<file path="src/rtl/acc_cpu_core.sv">
// rtl/acc_cpu_core.sv - parametrised multi-cycle accumulator processor core
//
// Purpose:
//   Accumulator CPU executing one instruction per FETCH/DECODE/[MEM]/EXEC pass
//   over a single unified instruction/data memory port with req/ack handshake.
//   Instruction word: opcode = [DATA_W-1:DATA_W-4], field F = [ADDR_W-1:0].
//   DATA_W must be at least ADDR_W+4.
//
// Ports:
//   clk, rst_n        clock (rising edge) and asynchronous active-low reset
//   mem_req, mem_we   transaction request / write strobe (registered-state decode)
//   mem_addr          transaction address (PC in FETCH, F in MEM)
//   mem_wdata         write data, always the accumulator
//   mem_rdata         read data, captured on the acknowledging edge
//   mem_ack           completes a transaction on an edge where mem_req=1
//   ac_out, pc_out    accumulator and program counter
//   flag_z, flag_c    zero and carry/borrow flags
//   halted            core sits in HALT until reset
//   perf_retired      retired-instruction counter (only with ACC_CPU_PERF_EN)
//
// Configuration macro: ACC_CPU_PERF_EN adds the perf_retired counter port.

module acc_cpu_core #(
  parameter int DATA_W = 16,
  parameter int ADDR_W = 12
) (
  input  logic              clk,
  input  logic              rst_n,
  output logic              mem_req,
  output logic              mem_we,
  output logic [ADDR_W-1:0] mem_addr,
  output logic [DATA_W-1:0] mem_wdata,
  input  logic [DATA_W-1:0] mem_rdata,
  input  logic              mem_ack,
  output logic [DATA_W-1:0] ac_out,
  output logic [ADDR_W-1:0] pc_out,
  output logic              flag_z,
  output logic              flag_c,
  output logic              halted
`ifdef ACC_CPU_PERF_EN
  ,
  output logic [31:0]       perf_retired
`endif
);

  typedef enum logic [2:0] {
    S_FETCH,
    S_DECODE,
    S_MEM,
    S_EXEC,
    S_HALT
  } state_t;

  localparam logic [3:0] OP_NOP = 4'h0;
  localparam logic [3:0] OP_LDA = 4'h1;
  localparam logic [3:0] OP_STA = 4'h2;
  localparam logic [3:0] OP_ADD = 4'h3;
  localparam logic [3:0] OP_SUB = 4'h4;
  localparam logic [3:0] OP_AND = 4'h5;
  localparam logic [3:0] OP_OR  = 4'h6;
  localparam logic [3:0] OP_XOR = 4'h7;
  localparam logic [3:0] OP_NOT = 4'h8;
  localparam logic [3:0] OP_SHL = 4'h9;
  localparam logic [3:0] OP_SHR = 4'hA;
  localparam logic [3:0] OP_JMP = 4'hB;
  localparam logic [3:0] OP_JZ  = 4'hC;
  localparam logic [3:0] OP_JC  = 4'hD;
  localparam logic [3:0] OP_LDI = 4'hE;
  localparam logic [3:0] OP_HLT = 4'hF;

  state_t              state;
  state_t              state_nx;
  logic [ADDR_W-1:0]   pc;
  logic [DATA_W-1:0]   ac;
  logic [DATA_W-1:0]   opnd;
  logic [3:0]          ir_op;
  logic [ADDR_W-1:0]   ir_f;
  logic                z;
  logic                c;

  logic                mem_op;
  logic [DATA_W:0]     sum;
  logic [DATA_W:0]     diff;
  logic [DATA_W-1:0]   ac_nx;
  logic [ADDR_W-1:0]   pc_nx;
  logic                c_nx;
  logic                ac_wr;

  // Operand-fetching opcodes take the extra MEM state.
  always_comb begin
    mem_op = 1'b0;
    case (ir_op)
      OP_LDA, OP_STA, OP_ADD, OP_SUB, OP_AND, OP_OR, OP_XOR: mem_op = 1'b1;
      default: mem_op = 1'b0;
    endcase
  end

  always_ff @(posedge clk or negedge rst_n) begin
    if (!rst_n) begin
      state <= S_FETCH;
    end else begin
      state <= state_nx;
    end
  end

  always_comb begin
    state_nx = state;
    mem_req  = 1'b0;
    mem_we   = 1'b0;
    mem_addr = pc;
    halted   = 1'b0;
    case (state)
      S_FETCH: begin
        mem_req = 1'b1;
        if (mem_ack) state_nx = S_DECODE;
      end
      S_DECODE: begin
        if (ir_op == OP_HLT) state_nx = S_HALT;
        else if (mem_op)     state_nx = S_MEM;
        else                 state_nx = S_EXEC;
      end
      S_MEM: begin
        mem_req  = 1'b1;
        mem_we   = (ir_op == OP_STA);
        mem_addr = ir_f;
        if (mem_ack) state_nx = S_EXEC;
      end
      S_EXEC: begin
        state_nx = S_FETCH;
      end
      S_HALT: begin
        halted = 1'b1;
      end
      default: begin
        state_nx = S_FETCH;
      end
    endcase
    // Reset forces state to FETCH, which would otherwise request; keep the
    // memory port quiet for as long as rst_n is held low.
    if (!rst_n) begin
      mem_req = 1'b0;
      mem_we  = 1'b0;
    end
  end

  always_comb begin
    sum  = {1'b0, ac} + {1'b0, opnd};
    diff = {1'b0, ac} - {1'b0, opnd};
  end

  // EXEC result. The top bit of the widened difference is the unsigned borrow.
  always_comb begin
    ac_nx = ac;
    c_nx  = c;
    pc_nx = pc;
    ac_wr = 1'b1;
    case (ir_op)
      OP_LDA: ac_nx = opnd;
      OP_ADD: {c_nx, ac_nx} = sum;
      OP_SUB: begin
        ac_nx = diff[DATA_W-1:0];
        c_nx  = diff[DATA_W];
      end
      OP_AND: ac_nx = ac & opnd;
      OP_OR:  ac_nx = ac | opnd;
      OP_XOR: ac_nx = ac ^ opnd;
      OP_NOT: ac_nx = ~ac;
      OP_SHL: begin
        c_nx  = ac[DATA_W-1];
        ac_nx = {ac[DATA_W-2:0], 1'b0};
      end
      OP_SHR: begin
        c_nx  = ac[0];
        ac_nx = {1'b0, ac[DATA_W-1:1]};
      end
      OP_JMP: begin
        pc_nx = ir_f;
        ac_wr = 1'b0;
      end
      OP_JZ: begin
        if (z) pc_nx = ir_f;
        ac_wr = 1'b0;
      end
      OP_JC: begin
        if (c) pc_nx = ir_f;
        ac_wr = 1'b0;
      end
      OP_LDI: ac_nx = {{(DATA_W-ADDR_W){1'b0}}, ir_f};
      OP_NOP, OP_STA, OP_HLT: ac_wr = 1'b0;
    endcase
  end

  always_ff @(posedge clk or negedge rst_n) begin
    if (!rst_n) begin
      pc    <= '0;
      ac    <= '0;
      opnd  <= '0;
      ir_op <= '0;
      ir_f  <= '0;
      z     <= 1'b0;
      c     <= 1'b0;
    end else begin
      case (state)
        S_FETCH: begin
          if (mem_ack) begin
            ir_op <= mem_rdata[DATA_W-1 -: 4];
            ir_f  <= mem_rdata[ADDR_W-1:0];
            pc    <= pc + ADDR_W'(1);
          end
        end
        S_MEM: begin
          if (mem_ack && ir_op != OP_STA) opnd <= mem_rdata;
        end
        S_EXEC: begin
          ac <= ac_nx;
          c  <= c_nx;
          pc <= pc_nx;
          if (ac_wr) z <= (ac_nx == '0);
        end
        default: begin
        end
      endcase
    end
  end

  assign mem_wdata = ac;
  assign ac_out    = ac;
  assign pc_out    = pc;
  assign flag_z    = z;
  assign flag_c    = c;

`ifdef ACC_CPU_PERF_EN
  logic [31:0] perf_cnt;

  // An instruction retires on leaving EXEC, or on DECODE->HALT for HLT.
  always_ff @(posedge clk or negedge rst_n) begin
    if (!rst_n) begin
      perf_cnt <= '0;
    end else if (state == S_EXEC || (state == S_DECODE && ir_op == OP_HLT)) begin
      perf_cnt <= perf_cnt + 32'd1;
    end
  end

  assign perf_retired = perf_cnt;
`endif

endmodule
</file>
<file path="config.mk">
export PLATFORM = sky130hd
export DESIGN_NAME = acc_cpu_core
export DESIGN_NICKNAME = d
export VERILOG_FILES = /design/src/rtl/acc_cpu_core.sv
export SDC_FILE = /design/constraint.sdc
export NUM_CORES = 1
export LEC_CHECK = 0
export ABC_AREA = 0
export CAP_MARGIN = 40
export CORE_MARGIN = 2
export CORE_UTILIZATION = 51
export DETAILED_ROUTE_END_ITERATION = 12
export GPL_TIMING_DRIVEN = 0
export PLACE_DENSITY = 0.74
export RECOVER_POWER = 100
export SETUP_SLACK_MARGIN = 0.3
export SYNTH_ARGS = -nofsm -noshare
export SYNTH_HDL_FRONTEND = slang
export SYNTH_SLANG_ARGS = --single-unit
</file>
<file path="constraint.sdc">
create_clock -name clk -period 8.2 [get_ports clk]
set_input_delay 1.23 -clock clk [delete_from_list [all_inputs] [get_ports clk]]
set_output_delay 1.23 -clock clk [all_outputs]
set_load 0.005 [all_outputs]
</file>
* Yosys cells after proc, flatten, opt, wreduce, memory -nomap -nowiden
Cells that the tools add are included.
Word-level totals: flip-flop bits (word level) 65, bits of input ports 19, output and inout bits 61, word-level logic and storage cells 76
Operators by class: $add $sub $neg 3, eq/ne operators 25, muxes and demuxes 19, bitwise logic cells 6, reductions and logical operators 15
Operator list (number):
- 16-bit one-hot mux with 10 select lines | 1
- 12-bit 2-to-1 mux | 4
- 12-bit one-hot mux with 3 select lines | 1
- 4-bit == test, second input constant | 8
- 12-bit one-hot mux with 2 select lines | 1
- 16-bit by 16-bit adder with 17-bit output | 1
- 16-bit by 16-bit subtractor with 17-bit output | 1
- 16-bit bitwise AND | 1
- 4-bit by 3-bit == test with 1-bit output, second input constant | 4
- 16-bit logical NOT | 1
- 16-bit inverter | 1
- 16-bit bitwise OR | 1
- 16-bit XOR | 1
- 12-bit by 1-bit adder with 12-bit output, second input constant | 1
- 3-bit one-hot mux with 4 select lines | 1
- 3-bit 2-to-1 mux | 3
- 4-bit by 2-bit == test with 1-bit output, second input constant | 2
- 2-bit AND reduction | 4
- 1-bit 2-to-1 mux | 7
- 7-bit OR reduction | 1
- 3-bit by 2-bit == test with 1-bit output, second input constant | 2
- 3-bit != test, second input constant | 2
- 6-bit OR reduction | 1
- 5-bit AND reduction | 1
- other kinds (15) | 17

* Depth between registers and ports, before layout
Gate-level depths: netlist of the first run.
word-level depth 6, depth in mapped cells 13, depth with buffers taken out 13

* Least setup slack after synthesis of the first run
OpenSTA, ideal clock, no wires.
path kind reg2out, start register state[1], end output port mem_addr[10], data arrival time 1737 ps, required time 6970 ps, path slack 5233 ps, stages on the path, launching flop included 5, path buffers 2, cells stage by stage dfrtp_1 -> clkbuf_1 -> nor3b_1 -> clkbuf_1 -> mux2_2
Between the ends: cells in the longest elaborated chain, start to end 2
Ends and longest elaborated chain:
- from (decl) | line 71 | state_t state;
- from (signal assigned) | line 102 | state <= state_nx;
- 3-bit by 2-bit == test with 1-bit output | line 112 | case (state)
- 12-bit 2-to-1 mux | line 112
- to (decl) | line 31 | output logic [ADDR_W-1:0] mem_addr,
No other way between the ends.

* Worst setup path in the final report of the first run
start register ir_op[3], end register z (netlist: flag_z)
Between the ends: cells in the longest elaborated chain, start to end 4
Ends and longest elaborated chain:
- from (decl) | line 76 | logic [3:0] ir_op;
- from (signal assigned) | line 206 | ir_op <= mem_rdata[DATA_W-1 -: 4];
- branches (longest 4 deep; another with 16-bit one-hot mux with 10 select lines)
- to (signal assigned) | line 218 | if (ac_wr) z <= (ac_nx == '0);
- to (decl) | line 78 | logic z;
Parallel ways; which one is timed is not known. A chain may end at the register's enable or synchronous reset.

==> flow_metrics.tcl, run 1 <==
set metrics [dict create \
    path_clk_slew_ns 0.06 \
    cts_hold_buffers 0 \
    ys_top_cells_by_area "dfrtp_1 (24%), ha_1 (9.2%), mux2_2 (6.8%), a21oi_1 (5.6%), nand2_1 (4.5%)" \
    worstMarginPinSlew_ns 1.08 \
    portBuffers 79 \
    fmax_mhz 209 \
    post_cts_buffers 0 \
    cts_buffers 9 \
    synth_top_area_share_pct 23.5 \
    via_count 7639 \
    cp_data_required_time_ns 8.47 \
    cap_violations 0 \
    synth_cells 879 \
    drive_gt1_share_pct 12.3 \
    h-tree-depth 3 \
    finalSetupTns_ns 0 \
    critPathArrivalTime_ns 5.06 \
    gr-total-overflow 0 \
    postRouteAntennaNets 0 \
    nets 1044 \
    crit_path_end_kind "register" \
    ys_async_sr_fraction_pct 100 \
    fp.dieH_um 120 \
    period_needed_ns 4.79 \
    grt_pass1_vias 7037 \
    dr.first_iter.drc_count 973 \
    critPathMaxFanout 10 \
    fp.dieW_um 120 \
    drc 0 \
    viasPerCell 6.63 \
    hp-class "register to register" \
    antenna-diode-count 0 \
    cts_tree "yes" \
    clock-sinks 65 \
    utilization_pct 62.2 \
    synthFlopType "dfrtp_1" \
    synth_area_mm2 0.00692 \
    grt_max_degree 55 \
    synth.most_common_cell "nand2_1" \
    final_area_mm2 0.00823 \
    ys_seq_area_share_pct 23.5 \
    finalWorstSetupSlack_ns 3.41 \
    place_hpwl_um 20300 \
    cts_resized 0 \
    place_area_mm2 0.00797 \
    synth_edf_count 0 \
    setup-violations-final 0 \
    grt_use_total_pct 37.5 \
    insertion_delay_ns 0.35 \
    slew_headroom_pct 26.3 \
    synth_fp_nets 951 \
    pin_count 80 \
    initial_core_util_pct 52.2 \
    rsz0062_at_grt "no" \
    core_area_mm2 0.0132 \
    area_delta_synth_final_pct 19.0 \
    synth-seq-cells 65 \
    synth_top_area_cell "dfrtp_1" \
    skew_ns 0.00734 \
    slew_violations 0 \
    grt_pass1_wl_um 41100 \
    finalCritPeriodShare_pct 58.4 \
    yosys_warnings 0 \
    status "complete, no violations" \
    crit_type "register to register" \
    pre_cts_ws_ns 4.37 \
    place_congestion 1.06 \
    synth_common_cells "nand2_1 (83), a21oi_1 (77), nor2_1 (67), dfrtp_1 (65), o21ai_0 (60)" \
    cp-start-kind "register" \
    antenna_found_initial 0 \
    avgSynthCellArea_um2 7.87 \
    yosysUniqueCellTypes 81 \
    rows 42 \
    routed_wl_um 27300 \
    hold_viol 0 \
    clockBufferDepth 2 \
    dieArea_mm2 0.0145 \
    cts-root-buf "clkbuf_16" \
    drt_pre_antenna_iters 8 \
    post_drt_wl_per_cell_um 23.7 \
]
[worst paths after layout]
kind                           from   endpoint  slack (ns)  cells after the start
setup / recovery           ir_op[3]     flag_z        3.41                     11
hold / removal               flag_z     flag_z        0.53                      1
setup reg to reg           ir_op[3]     flag_z        3.41                     11
hold reg to reg              flag_z     flag_z        0.53                      1
max in group asynchronous     rst_n   ir_op[2]        6.41                      2
min in group asynchronous     rst_n  ac_out[6]        1.00                      1
[cells by family (layout without fill, tap and decap cells)]
logic type      count (synthesis)  count (layout)  share of synthesized area (%)
compound gates                297             297                           28.9
xor+xnor                        5               5                          0.633
fa+ha+maj                      53              53                           9.80
buf+inv                       130             228                           8.84
flops                          65              65                           23.5
mux                            57              57                           9.08
simple gates                  272             272                           19.3
[critical path, cell delays in order (launching register included)]
cell and delay [ns]:
dfrtp_1 0.34, clkbuf_1 0.35, clkbuf_1 0.43, clkbuf_1 0.47
clkbuf_1 0.49, clkbuf_1 0.57, a31oi_1 0.11, a211oi_1 0.49
o2111ai_1 0.35, nor4_1 0.52, o2111ai_1 0.36, o2bb2ai_1 0.22
[registers in the layout (all words and copies together) (netlist names)]
| name | count |
|---|---|
| state | 3 |
| pc_out | 12 |
| ir_f | 12 |
| flag_z | 1 |
| ir_op | 4 |
| flag_c | 1 |
| opnd | 16 |
| ac_out | 16 |
[routing by layer]
| metal | vias to the layer above | global-route usage [%] | routed length (µm) |
|---|---|---|---|
| met5 | - | 0 | 0 |
| met4 | 0 | 19.1 | 1490 |
| met3 | 114 | 7.22 | 2860 |
| met1 | 3572 | 50.5 | 11200 |
| met2 | 549 | 57.1 | 11800 |
| li1 | 3404 | - | - |
[cells in the final DEF (no fill, tap or decap), types with 32 or more instances in the layout]
cell type,count
inv_1,51
mux2_2,42
nand2_1,83
a21oi_1,77
o21ai_0,62
dlygate4sd3_1,46
dfrtp_1,65
ha_1,51
clkbuf_1,39
nor2_1,67
clkdlybuf4s50_1,32
[metrics by stage]
stage / hold WS (ns) / instances
floorplan: 0.474 / 879
global placement: 0.529 / 1134
detailed placement: 0.526 / 1137
CTS: 0.546 / 1153
global route: 0.551 / 1153
finish: 0.534 / 1153
[final cells by class]
cell class | count | area (µm²)
repair buffers | 82 | 823
plain buffers | 78 | 409
clock inverters | 7 | 77.6
clock buffers | 9 | 225
multi-input cells | 684 | 4650
well taps | 176 | 220
fillers | 1224 | 5010
inverters | 52 | 195
flip-flops and latches | 65 | 1630
Power of run 1 is not shown: default switching activity piles up to over one toggle a cycle in this logic, so the estimate is an artifact.
==> run 2, diff against run 1 <==
==> constraint.sdc (replaced) <==
create_clock -name clk -period 4.7 [get_ports clk]
set_input_delay 0.705 -clock clk [delete_from_list [all_inputs] [get_ports clk]]
set_output_delay 0.705 -clock clk [all_outputs]
set_load 0.005 [all_outputs]
==> run 2 against run 1 <==
Against the previous run: wire length increased by 0.19%; via count fell by 0.13%; non-clock buffer count is the same; count of clock-buffer cells in the layout unchanged; register-to-register slack lost 3.1 ns; maximum frequency up 9.0%; flip-flop and latch count unchanged; clock skew about the same; critical path depth increased by 1; final cell count is the same; hold slack worse by 0.050 ns; global-route usage unchanged.
==> flow_metrics.tcl, run 2 (same netlist as run 1, synthesis figures left out) <==
set metrics [dict create \
    worstMarginPinSlew_ns 1.33 \
    cts_hold_buffers 0 \
    cp_cell_sequence "buf_2, clkbuf_1, clkbuf_1, clkbuf_1, o22ai_1, nor2_1, a21oi_1, a211oi_1, o2111ai_1, nor4_1, o2111ai_1, o2bb2ai_1" \
    initial_core_util_pct 52.2 \
    critPathSlowestCell "nor4_1" \
    slew_headroom_pct 9.02 \
    finalCritPeriodShare_pct 93.4 \
    skew_ns 0.00738 \
    crit_buf_inv 4 \
    crit_type "register to register" \
    period_needed_ns 4.39 \
    nets 1044 \
    place_area_mm2 0.00797 \
    drt_pre_antenna_iters 7 \
    path_clk_slew_ns 0.06 \
    cts-root-buf "clkbuf_16" \
    clockBufferDepth 2 \
    h-tree-depth 3 \
    fmax_mhz 228 \
    pin_count 80 \
    critPathMaxFanout 10 \
    core_area_mm2 0.0132 \
    clock-sinks 65 \
    rows 42 \
    post_drt_wl_per_cell_um 23.7 \
    routed_wl_um 27400 \
    postRouteAntennaNets 0 \
    fp.dieW_um 120 \
    fp.dieH_um 120 \
    status "complete, no violations" \
    dr.first_iter.drc_count 922 \
    post_cts_buffers 0 \
    final_common_cell "nand2_1" \
    hold_viol 0 \
    via_count 7629 \
    final_cell_mix "nand2_1 (83), a21oi_1 (77), nor2_1 (67)" \
    grt_max_degree 55 \
    slew_violations 0 \
    fin_hold_ws_ns 0.484 \
    path_common_cell "clkbuf_1" \
    crit_path_end_kind "register" \
    portBuffers 79 \
    cap_violations 0 \
    gr-total-overflow 0 \
    viasPerCell 6.62 \
    setup-violations-final 0 \
    cts_resized 0 \
    place_hpwl_um 20300 \
    cp-start-kind "register" \
    cts_buffers 9 \
    hp-class "input pin to async pin" \
    insertion_delay_ns 0.35 \
    grt_use_total_pct 37.5 \
    drive_gt1_share_pct 12.5 \
    utilization_pct 62.2 \
    cp_slowest_stage_delay_ns 0.53 \
    rsz0062_at_grt "no" \
    cts_tree "yes" \
    grt_pass1_vias 7037 \
    drc 0 \
    antenna-diode-count 0 \
    area_delta_synth_final_pct 19.0 \
    cp_data_required_time_ns 4.97 \
    antenna_found_initial 0 \
    cp_top_family "compound AO/OA/AOI/OAI gates" \
    dieArea_mm2 0.0145 \
    place_congestion 1.06 \
    critPathArrivalTime_ns 4.66 \
    grt_pass1_wl_um 41100 \
    nFillCells 1224 \
    final_area_mm2 0.00823 \
]
run 2: cell count changes in the layout (fill, tap and decap cells not counted):
cell,previous run,this run
o21ai_1,2,1
buf_2,14,16
clkbuf_1,39,37
o21ai_0,62,63
run 2: layout make-up:
class	count	area, µm²	area share (%)
Sequential cell	65	1630	19.8
Clock buffer	9	225	2.74
Timing Repair Buffer	82	823	10.0
Inverter	52	195	2.37
Tap cell	176	220	2.67
Buffer	78	412	5.00
Multi-Input combinational cell	684	4650	56.5
Clock inverter	7	77.6	0.942
run 2: metrics by stage:
stage                     std cells  TNS [ns]  setup WS, ns
after floorplan                 879         0          1.85
after global placement         1134    -0.918        -0.537
after detailed placement       1137         0         0.972
after CTS                      1153         0         0.946
after global routing           1153         0         0.334
final                          1153         0         0.309
run 2: final timing paths:
kind	slack, ns	cells after the start	start	to
worst min register to register	0.53	1	flag_z	flag_z
worst max-delay path	0.31	12	ir_op[3]	flag_z
worst min-delay path	0.48	1	rst_n	ac_out[6]
max in group asynchronous	3.43	2	rst_n	opnd[14]
worst max register to register	0.31	12	ir_op[3]	flag_z
min in group clk	0.53	1	flag_z	flag_z
run 2: routing by layer:
layer | up-vias | global-route usage (%) | wire length (µm)
met5 | - | 0 | 0
met4 | 0 | 19.1 | 1510
met3 | 112 | 7.22 | 2800
met2 | 548 | 57.1 | 11900
met1 | 3562 | 50.5 | 11200
li1 | 3407 | - | -
Power of run 2 is left out for the same reason.
==> run 3, diff against run 2 <==
--- a/config.mk
+++ b/config.mk
@@ -9,6 +9,7 @@
 export CAP_MARGIN = 40
 export CORE_MARGIN = 2
 export CORE_UTILIZATION = 51
+export CTS_BUF_LIST = sky130_fd_sc_hd__clkbuf_8
 export DETAILED_ROUTE_END_ITERATION = 12
 export GPL_TIMING_DRIVEN = 0
 export PLACE_DENSITY = 0.74
==> run 3 against run 2 <==
Against the previous run: sequential share of layout area up 0.25 points; non-clock buffer count stayed put; critical path type unchanged; final area decreased by 1.2%; flip-flop and latch count stayed put; register-to-register slack about the same; wire length shrank 0.90%; largest cell class unchanged; critical path depth down 1.
==> flow_metrics.tcl, run 3 (same netlist as run 1, synthesis figures left out) <==
set metrics [dict create \
    dp.cells 1137 \
    post_cts_buffers 0 \
    final_common_cell "nand2_1" \
    r2r_cells 11 \
    h-tree-depth 3 \
    fp.dieW_um 120 \
    drc 0 \
    crit_path_end_kind "register" \
    drt_pre_antenna_iters 8 \
    dr.first_iter.drc_count 980 \
    postRouteAntennaNets 0 \
    drive_gt1_share_pct 12.5 \
    status "complete, no violations" \
    fmax_mhz 227 \
    place_congestion 1.06 \
    cp_data_required_time_ns 5.00 \
    critPathArrivalTime_ns 4.70 \
    cp-start-kind "register" \
    core_area_mm2 0.0132 \
    crit_type "register to register" \
    cap_violations 0 \
    routed_wl_um 27100 \
    period_needed_ns 4.40 \
    finalCritPeriodShare_pct 93.6 \
    viasPerCell 6.56 \
    dieArea_mm2 0.0145 \
    gr-total-overflow 0 \
    skew_ns 0.0183 \
    area_delta_synth_final_pct 17.5 \
    worstMarginPinSlew_ns 1.32 \
    path_clk_slew_ns 0.09 \
    multi_input_area_mm2 0.00465 \
    slew_violations 0 \
    grt_pass1_wl_um 40900 \
    hp-class "input pin to async pin" \
    finalSetupTns_ns 0 \
    cts_resized 0 \
    fp.dieH_um 120 \
    cts_buffers 9 \
    utilization_pct 61.4 \
    initial_core_util_pct 52.2 \
    portBuffers 79 \
    hold_viol 0 \
    pin_count 80 \
    critPathMaxFanout 11 \
    antenna-diode-count 0 \
    fin_cells 1153 \
    clockBufferDepth 2 \
    rsz0062_at_grt "no" \
    antenna_found_initial 0 \
    place_hpwl_um 20300 \
    area.sequential_mm2 0.00163 \
    rows 42 \
    clock-sinks 65 \
    slew_headroom_pct 9.43 \
    cts-root-buf "clkbuf_8" \
    grt_use_total_pct 37.3 \
    grt_pass1_vias 7030 \
    r2r_start "ac_out[1]" \
    cts_hold_buffers 0 \
    grt_max_degree 55 \
    final_cell_mix "nand2_1 (83), a21oi_1 (77), nor2_1 (67)" \
    finalWorstSetupSlack_ns 0.300 \
    setup-violations-final 0 \
    nFillCells 1235 \
    insertion_delay_ns 0.39 \
    reg2reg_to "flag_z" \
    nets 1044 \
    rrSetupSlack_ns 0.30 \
    post_drt_wl_per_cell_um 23.5 \
    via_count 7561 \
    cts_tree "yes" \
    pre_cts_ws_ns 0.972 \
]
-- run 3: changes by cell type in the layout (fill, tap and decap cells not counted) --
cell       change
a2111oi_0      +1
a2111oi_2      -1
clkbuf_16      -9
clkbuf_8       +9
nor4_1         -1
nor4_2         +1
-- run 3: how the worst max path moves through the flow --
stage | cells after the start | endpoint | slack (ns) | startpoint
finish | 11 | flag_z | 0.30 | ac_out[1]
global route | 11 | flag_z | 0.35 | ac_out[1]
CTS | 12 | flag_z | 0.94 | ac_out[0]
detailed placement | 12 | flag_z | 0.97 | ac_out[0]
global placement | 3 | mem_we | -0.54 | rst_n
floorplan | 11 | flag_z | 1.85 | ac_out[1]
-- run 3: routing by layer --
metal  routed length [µm]  global-route usage, %  vias to the layer above
met4                 1440                   18.3                        0
met5                    0                      0                        -
met3                 2840                   7.50                      116
met2                11800                   56.8                      513
met1                11000                   50.3                     3537
li1                     -                      -                     3395
-- run 3: cell type report --
| cell class | instances | area share, % |
|---|---|---|
| clock inverter | 7 | 0.954 |
| tap | 176 | 2.71 |
| timing repair buffer | 82 | 10.1 |
| inverter | 52 | 2.40 |
| buffer | 78 | 5.06 |
| multi-input combinational | 684 | 57.2 |
| clock buffer | 9 | 1.52 |
| sequential | 65 | 20.0 |
-- run 3: metrics by stage --
step	hold WS [ns]	area, µm²
2_1_floorplan	0.409	6920
3_3_place_gp	0.529	7930
3_5_place_dp	0.526	7970
4_1_cts	0.174	8170
5_1_grt	0.533	8130
6_report	0.436	8130
-- run 3: worst max-delay path: stages (launching register included) --
cell and delay, ns:
dfrtp_1 0.64, inv_1 0.16, ha_1 0.43, nor2_1 0.07
o311ai_0 0.90, a211oi_1 0.36, o41ai_1 0.46, mux2i_1 0.12
a211o_1 0.26, a2111oi_0 0.38, o2111ai_1 0.32, o2bb2ai_1 0.21
Power of run 3 is left out for the same reason.
